[config.mk]
export PLATFORM = sky130hd
export DESIGN_NAME = rw_mem_checked
export DESIGN_NICKNAME = d
export VERILOG_FILES = /design/src/rtl/rw_mem_checked.sv
export SDC_FILE = /design/constraint.sdc
export NUM_CORES = 1
export LEC_CHECK = 0
export BUFFER_PORTS_ARGS = -buffer_cell sky130_fd_sc_hd__buf_2
export CORE_UTILIZATION = 46
export CTS_CLUSTER_SIZE = 28
export DETAILED_ROUTE_END_ITERATION = 6
export MAX_ROUTING_LAYER = met4
export PLACE_DENSITY_LB_ADDON = 0.08
export SETUP_SLACK_MARGIN = 0.15
export SLEW_MARGIN = 0
export SYNTH_ARGS = -nofsm -noshare
export SYNTH_HDL_FRONTEND = slang
export SYNTH_SLANG_ARGS = --single-unit
[constraint.sdc]
create_clock -name clk -period 1.9 [get_ports clk]
set_input_delay 0.475 -clock clk [delete_from_list [all_inputs] [get_ports clk]]
set_output_delay 0.475 -clock clk [all_outputs]
set_load 0.1 [all_outputs]
[src/rtl/rw_mem_checked.sv]
// Register memory with fixed-latency read pipeline, write-first forwarding
// and sticky detection of back-to-back writes to the same address.
module rw_mem_checked #(
  parameter int DATA_W        = 32,
  parameter int ADDR_W        = 4,
  parameter int RD_LAT        = 1,
  parameter int SAME_ADDR_ERR = 1
) (
  input  logic              clk,
  input  logic              rst_n,
  input  logic              wr_valid,
  input  logic [ADDR_W-1:0] waddr,
  input  logic [DATA_W-1:0] wdata,
  input  logic              read,
  input  logic [ADDR_W-1:0] raddr,
  output logic [DATA_W-1:0] rdata,
  output logic              rd_served,
  output logic              rd_uninit,
  output logic              err_consec_wr,
  output logic [ADDR_W-1:0] err_addr
);

  localparam int DEPTH = 1 << ADDR_W;

  logic [DATA_W-1:0] mem [DEPTH];
  logic [DEPTH-1:0]  written;

  logic [DATA_W-1:0] snap_data;
  logic              snap_uninit;

  logic [RD_LAT-1:0] pipe_valid;
  logic [RD_LAT-1:0] pipe_uninit;
  logic [DATA_W-1:0] pipe_data [RD_LAT];

  // A same-cycle write to the read address wins over the stored value.
  always_comb begin
    snap_data   = mem[raddr];
    snap_uninit = ~written[raddr];
    if (wr_valid && (waddr == raddr)) begin
      snap_data   = wdata;
      snap_uninit = 1'b0;
    end
  end

  always_ff @(posedge clk or negedge rst_n) begin
    if (!rst_n) begin
      for (int i = 0; i < DEPTH; i++) mem[i] <= '0;
      written <= '0;
    end else if (wr_valid) begin
      mem[waddr]     <= wdata;
      written[waddr] <= 1'b1;
    end
  end

  // Data stages load only on a valid read, so the last stage holds the
  // most recently served value while the pipeline is idle.
  always_ff @(posedge clk or negedge rst_n) begin
    if (!rst_n) begin
      pipe_valid  <= '0;
      pipe_uninit <= '0;
      for (int k = 0; k < RD_LAT; k++) pipe_data[k] <= '0;
    end else begin
      pipe_valid[0]  <= read;
      pipe_uninit[0] <= read & snap_uninit;
      if (read) pipe_data[0] <= snap_data;
      for (int k = 1; k < RD_LAT; k++) begin
        pipe_valid[k]  <= pipe_valid[k-1];
        pipe_uninit[k] <= pipe_uninit[k-1];
        if (pipe_valid[k-1]) pipe_data[k] <= pipe_data[k-1];
      end
    end
  end

  assign rdata     = pipe_data[RD_LAT-1];
  assign rd_served = pipe_valid[RD_LAT-1];
  assign rd_uninit = pipe_uninit[RD_LAT-1];

  generate
    if (SAME_ADDR_ERR != 0) begin : g_chk
      logic              prev_wr_valid;
      logic [ADDR_W-1:0] prev_waddr;

      // err_addr freezes on the first violation; only reset clears it.
      always_ff @(posedge clk or negedge rst_n) begin
        if (!rst_n) begin
          prev_wr_valid <= 1'b0;
          prev_waddr    <= '0;
          err_consec_wr <= 1'b0;
          err_addr      <= '0;
        end else begin
          prev_wr_valid <= wr_valid;
          prev_waddr    <= waddr;
          if (wr_valid && prev_wr_valid && (waddr == prev_waddr) && !err_consec_wr) begin
            err_consec_wr <= 1'b1;
            err_addr      <= waddr;
          end
        end
      end
    end else begin : g_nochk
      assign err_consec_wr = 1'b0;
      assign err_addr      = '0;
    end
  endgenerate

endmodule

==> flow_metrics.py <==
metrics = {
    "place": {
        "gpl.final_weighted_congestion": 0.7733,
        "placed_cells_incl_taps": 2624,
        "portBuffers": 82,
        "dp_hpwl_um": 42030,
    },
    "floorplanning": {
        "floorplan.die_area_um2": 56980,
        "die_y_um": 238.7,
        "ios": 83,
        "core-area_um2": 55200,
        "initial_utilization_pct": 46.69,
        "core.rowCount": 86,
        "die_extent_in_x_um": 238.7,
    },
    "layout": {
        "final.fill_count": 4465,
        "post_route_cells_drive_above_1_share_pct": 45.26,
        "final_util_pct": 56.04,
        "stdcell_count": 2747,
        "area_growth_syn_to_layout_pct": 20.02,
        "finalNetCount": 1988,
    },
    "worst_setup_path": {
        "critical_path.reg2reg.endpoint": "rd_uninit$_DFF_PN0_",
        "critical-path-max-stage-delay_ns": 0.46,
        "crit_chain": "buf_12",
        "kind_of_start_point_of_the_critical_path": "register",
        "cp.arrival_ns": 1.28,
        "crit_path_end": "rdata[25]",
        "worstPathBufferInverterCount": 1,
        "reg2reg_slack_ns": 0.38,
        "timing_worst_setup_path_type": "register to output pin",
        "r2r_start": "written[9]$_DFFE_PN0P_",
        "origin_of_the_worst_setup_path": "rdata[25]$_DFFE_PN0P_",
        "crit_cells": 1,
        "cell_with_the_largest_stage_delay_on_the_worst_path": "dfrtp_2",
        "timing.critical_path.fanout_max": 2,
        "reg2regPathDepth": 3,
        "critical_path_required_ns": 1.42,
        "critical_path.top_delay_family": "flip-flops",
        "critical_path.endpoint_type": "output pin",
    },
    "logic_synthesis": {
        "synth_edf_count": 0,
        "synth_sequential_area_ratio_pct": 55.54,
        "synth_compound_gate_area_share_pct": 5.622,
        "combinational_family_with_the_most_area_after_synthesis": "multiplexers",
        "synth_async_sr_flop_share_pct": 100.0,
        "synth_cells": 1834,
        "netlist_top_cells_area": "dfrtp_1, mux2_2, mux4_2, mux2i_1, o21ai_0",
        "synth-xor-area-share_pct": 0.2719,
        "synth_top_flop_cell": "dfrtp_1",
        "ys_ff_latch": 572,
        "synth_most_common_cell": "dfrtp_1",
        "synth_fa_ha_area_share_pct": 0,
        "synth.largest_area_cell": "dfrtp_1",
        "synth_top_area_share_pct": 55.54,
        "mappedNetlistNets": 1878,
        "netlist-cell-type-count": 37,
        "synth_warnings": 0,
        "synthMuxAreaShare_pct": 31.10,
        "ys_top_cells_by_count": "dfrtp_1, mux2_2, nand2_1, o21ai_0, mux4_2",
        "synthesis.area_um2": 25770,
        "synth-simple-area-share_pct": 3.675,
        "postSynthAreaPerCell_um2": 14.05,
    },
    "power_and_ir_drop": {
        "p_leak_nw": 13.74,
        "combinationalPowerShare_pct": 20.9,
        "p_sw_w": 0.009815,
        "vdd.ir_drop.worst_mv": 0.7973,
        "clock_power_share_pct": 33.5,
        "p_sw_share_pct": 27.41,
        "powerDensity_nw_per_um2": 1157,
        "power_report.internal_total_w": 0.02599,
        "seq_power_share_pct": 45.6,
    },
    "clocking": {
        "clock_tree.root_cell": "clkbuf_16",
        "htree_num_levels": 2,
        "cts_buffer_depth": 3,
        "worstSkewPairLatency_ns": 0.63,
        "cts_tree": "built",
        "clkSlewWorstSetupHoldPaths_ns": 0.06,
        "cts.sink_count": 572,
        "cts_inserted_buffers": 60,
    },
    "sta": {
        "finalSetupViolCount": 0,
        "finalMaxSlewViolations": 0,
        "shortest_period_the_worst_path_allows_ns": 1.751,
        "total_negative_slack_for_setup_checks_ns": 0,
        "timing.max_slew.rel_slack_pct": 67.09,
        "grt_setup_unrepaired": "true",
        "clock_skew_ns": 0.02013,
        "hold_viol": 0,
        "worst-slew-pin-transition_ns": 0.4937,
        "timing.fmax_mhz": 571.3,
        "fin_crit_sh_pct": 92.13,
    },
    "global_routing": {
        "grt_start_max_net_pins": 90,
        "number_of_global_route_vias_before_repair": 16540,
        "grt_first_pass_wirelength_um": 104700,
        "grt_use_total_pct": 25.30,
        "grt_overflow_total": 0,
        "grt_antenna_before_repair": 4,
    },
    "routing": {
        "wire_per_inst_um": 24.43,
        "first_pass_detailed_route_iteration_total": 5,
        "viasPerCell": 5.684,
        "drtAntennaViolNets": 0,
        "finalWirelength_um": 67110,
        "post-route-drc-count": 0,
        "drt_iter0_drc": 893,
        "via_count": 15620,
    },
    "worst_hold_path": {
        "min-delay-path-class": "input port to register",
    },
    "outcome": {
        "outcome": "complete, no violations",
    },
    "job": {
        "max_cap_violations": 0,
    },
}
==> registers in the layout (all words and copies together), names as in the netlist <==
register             cells
rd_uninit                1
err_consec_wr            1
rd_served                1
g_chk.prev_waddr         4
written                 16
g_chk.prev_wr_valid      1
mem                    512
rdata                   32
err_addr                 4
==> per-stage QoR <==
stage / hold WS [ns] / total power, W / worst slack, ns / area, um2
CTS: 0.1345 / 0.03616 / 0.03716 / 30880
finish: 0.1640 / 0.03580 / 0.1495 / 30930
global route: 0.1444 / 0.03751 / 0.1092 / 30930
floorplan: 0.1794 / 0.02152 / 0.1113 / 26020
global placement: 0.3310 / 0.02329 / -0.1344 / 28340
detailed placement: 0.3310 / 0.02358 / -0.1598 / 28340
==> power groups by stage <==
stage          logic (W)  registers, W  clock network, W
2_1_floorplan    0.00442        0.0171                 0
3_3_place_gp     0.00693        0.0164                 0
3_5_place_dp     0.00712        0.0165                 0
4_1_cts          0.00751        0.0163            0.0123
5_1_grt          0.00804        0.0167            0.0128
6_report         0.00747        0.0163            0.0120
==> worst min path at each step <==
stage	startpoint	end	slack, ns	depth (start not counted)
floorplan	rst_n	err_addr[0]$_DFFE_PN0P_	0.18	0
global placement	rst_n	err_addr[2]$_DFFE_PN0P_	0.33	1
detailed placement	rst_n	err_addr[2]$_DFFE_PN0P_	0.33	1
CTS	wr_valid	g_chk.prev_wr_valid$_DFF_PN0_	0.13	2
global route	wr_valid	g_chk.prev_wr_valid$_DFF_PN0_	0.14	2
finish	wr_valid	g_chk.prev_wr_valid$_DFF_PN0_	0.16	2
==> cell usage in the layout, fill, tap and decap left out, types with 5 or more instances in the layout <==
master,count
a221oi_1,32
a31oi_1,32
a41o_1,32
buf_12,98
buf_2,38
buf_4,62
buf_6,11
bufinv_16,5
clkbuf_1,12
clkbuf_16,60
clkbuf_8,16
clkinv_2,19
dfrtp_1,560
dfrtp_2,12
inv_1,32
mux2_1,5
mux2_2,417
mux2_4,30
mux2i_1,64
mux4_2,98
nand2_1,134
nand2b_1,8
nor2_1,35
nor2_4,6
nor3_4,5
o21ai_0,128
or2_2,10
==> cell type report <==
class | count | area (um2) | area share, %
Timing Repair Buffer | 213 | 2795 | 9.036
Inverter | 33 | 125.1 | 0.4045
Multi-Input combinational cell | 1064 | 10700 | 34.58
Antenna cell | 4 | 10.01 | 0.03236
Clock inverter | 26 | 287.8 | 0.9303
Tap cell | 748 | 935.9 | 3.026
Clock buffer | 87 | 1753 | 5.667
Sequential cell | 572 | 14330 | 46.32
==> timing repair <==
item,in CTS,in global routing
endpoints found under the setup margin,39,25
hold endpoints to repair,67,0
hold buffers,1,0
resized for setup,131,13
setup buffers,5,0
==> logic make-up (layout without fill, tap and decap cells) <==
logic type / after synthesis / in the layout
AO/OA/AOI/OAI: 225 / 225
XOR/XNOR: 8 / 8
buffers and inverters: 198 / 359
flip-flops: 572 / 572
multiplexers: 617 / 617
other: 0 / 4
AND/OR/NAND/NOR: 214 / 214
==> per-layer routing <==
metal | track usage [%] | share of wire [%] | up-vias
met5 | - | 0 | -
met4 | 5.944 | 1.7 | 0
met3 | 3.603 | 3.9 | 82
met2 | 39.77 | 48 | 282
met1 | 34.88 | 46 | 8309
li1 | - | - | 6942
==> worst register-to-register path, cell delays in order, from the launching register on <==
cell	delay, ns
dfrtp_1	0.38
mux4_1	0.49
mux4_2	0.46
nor2b_1	0.12
Power figures use the tool's default switching activity.
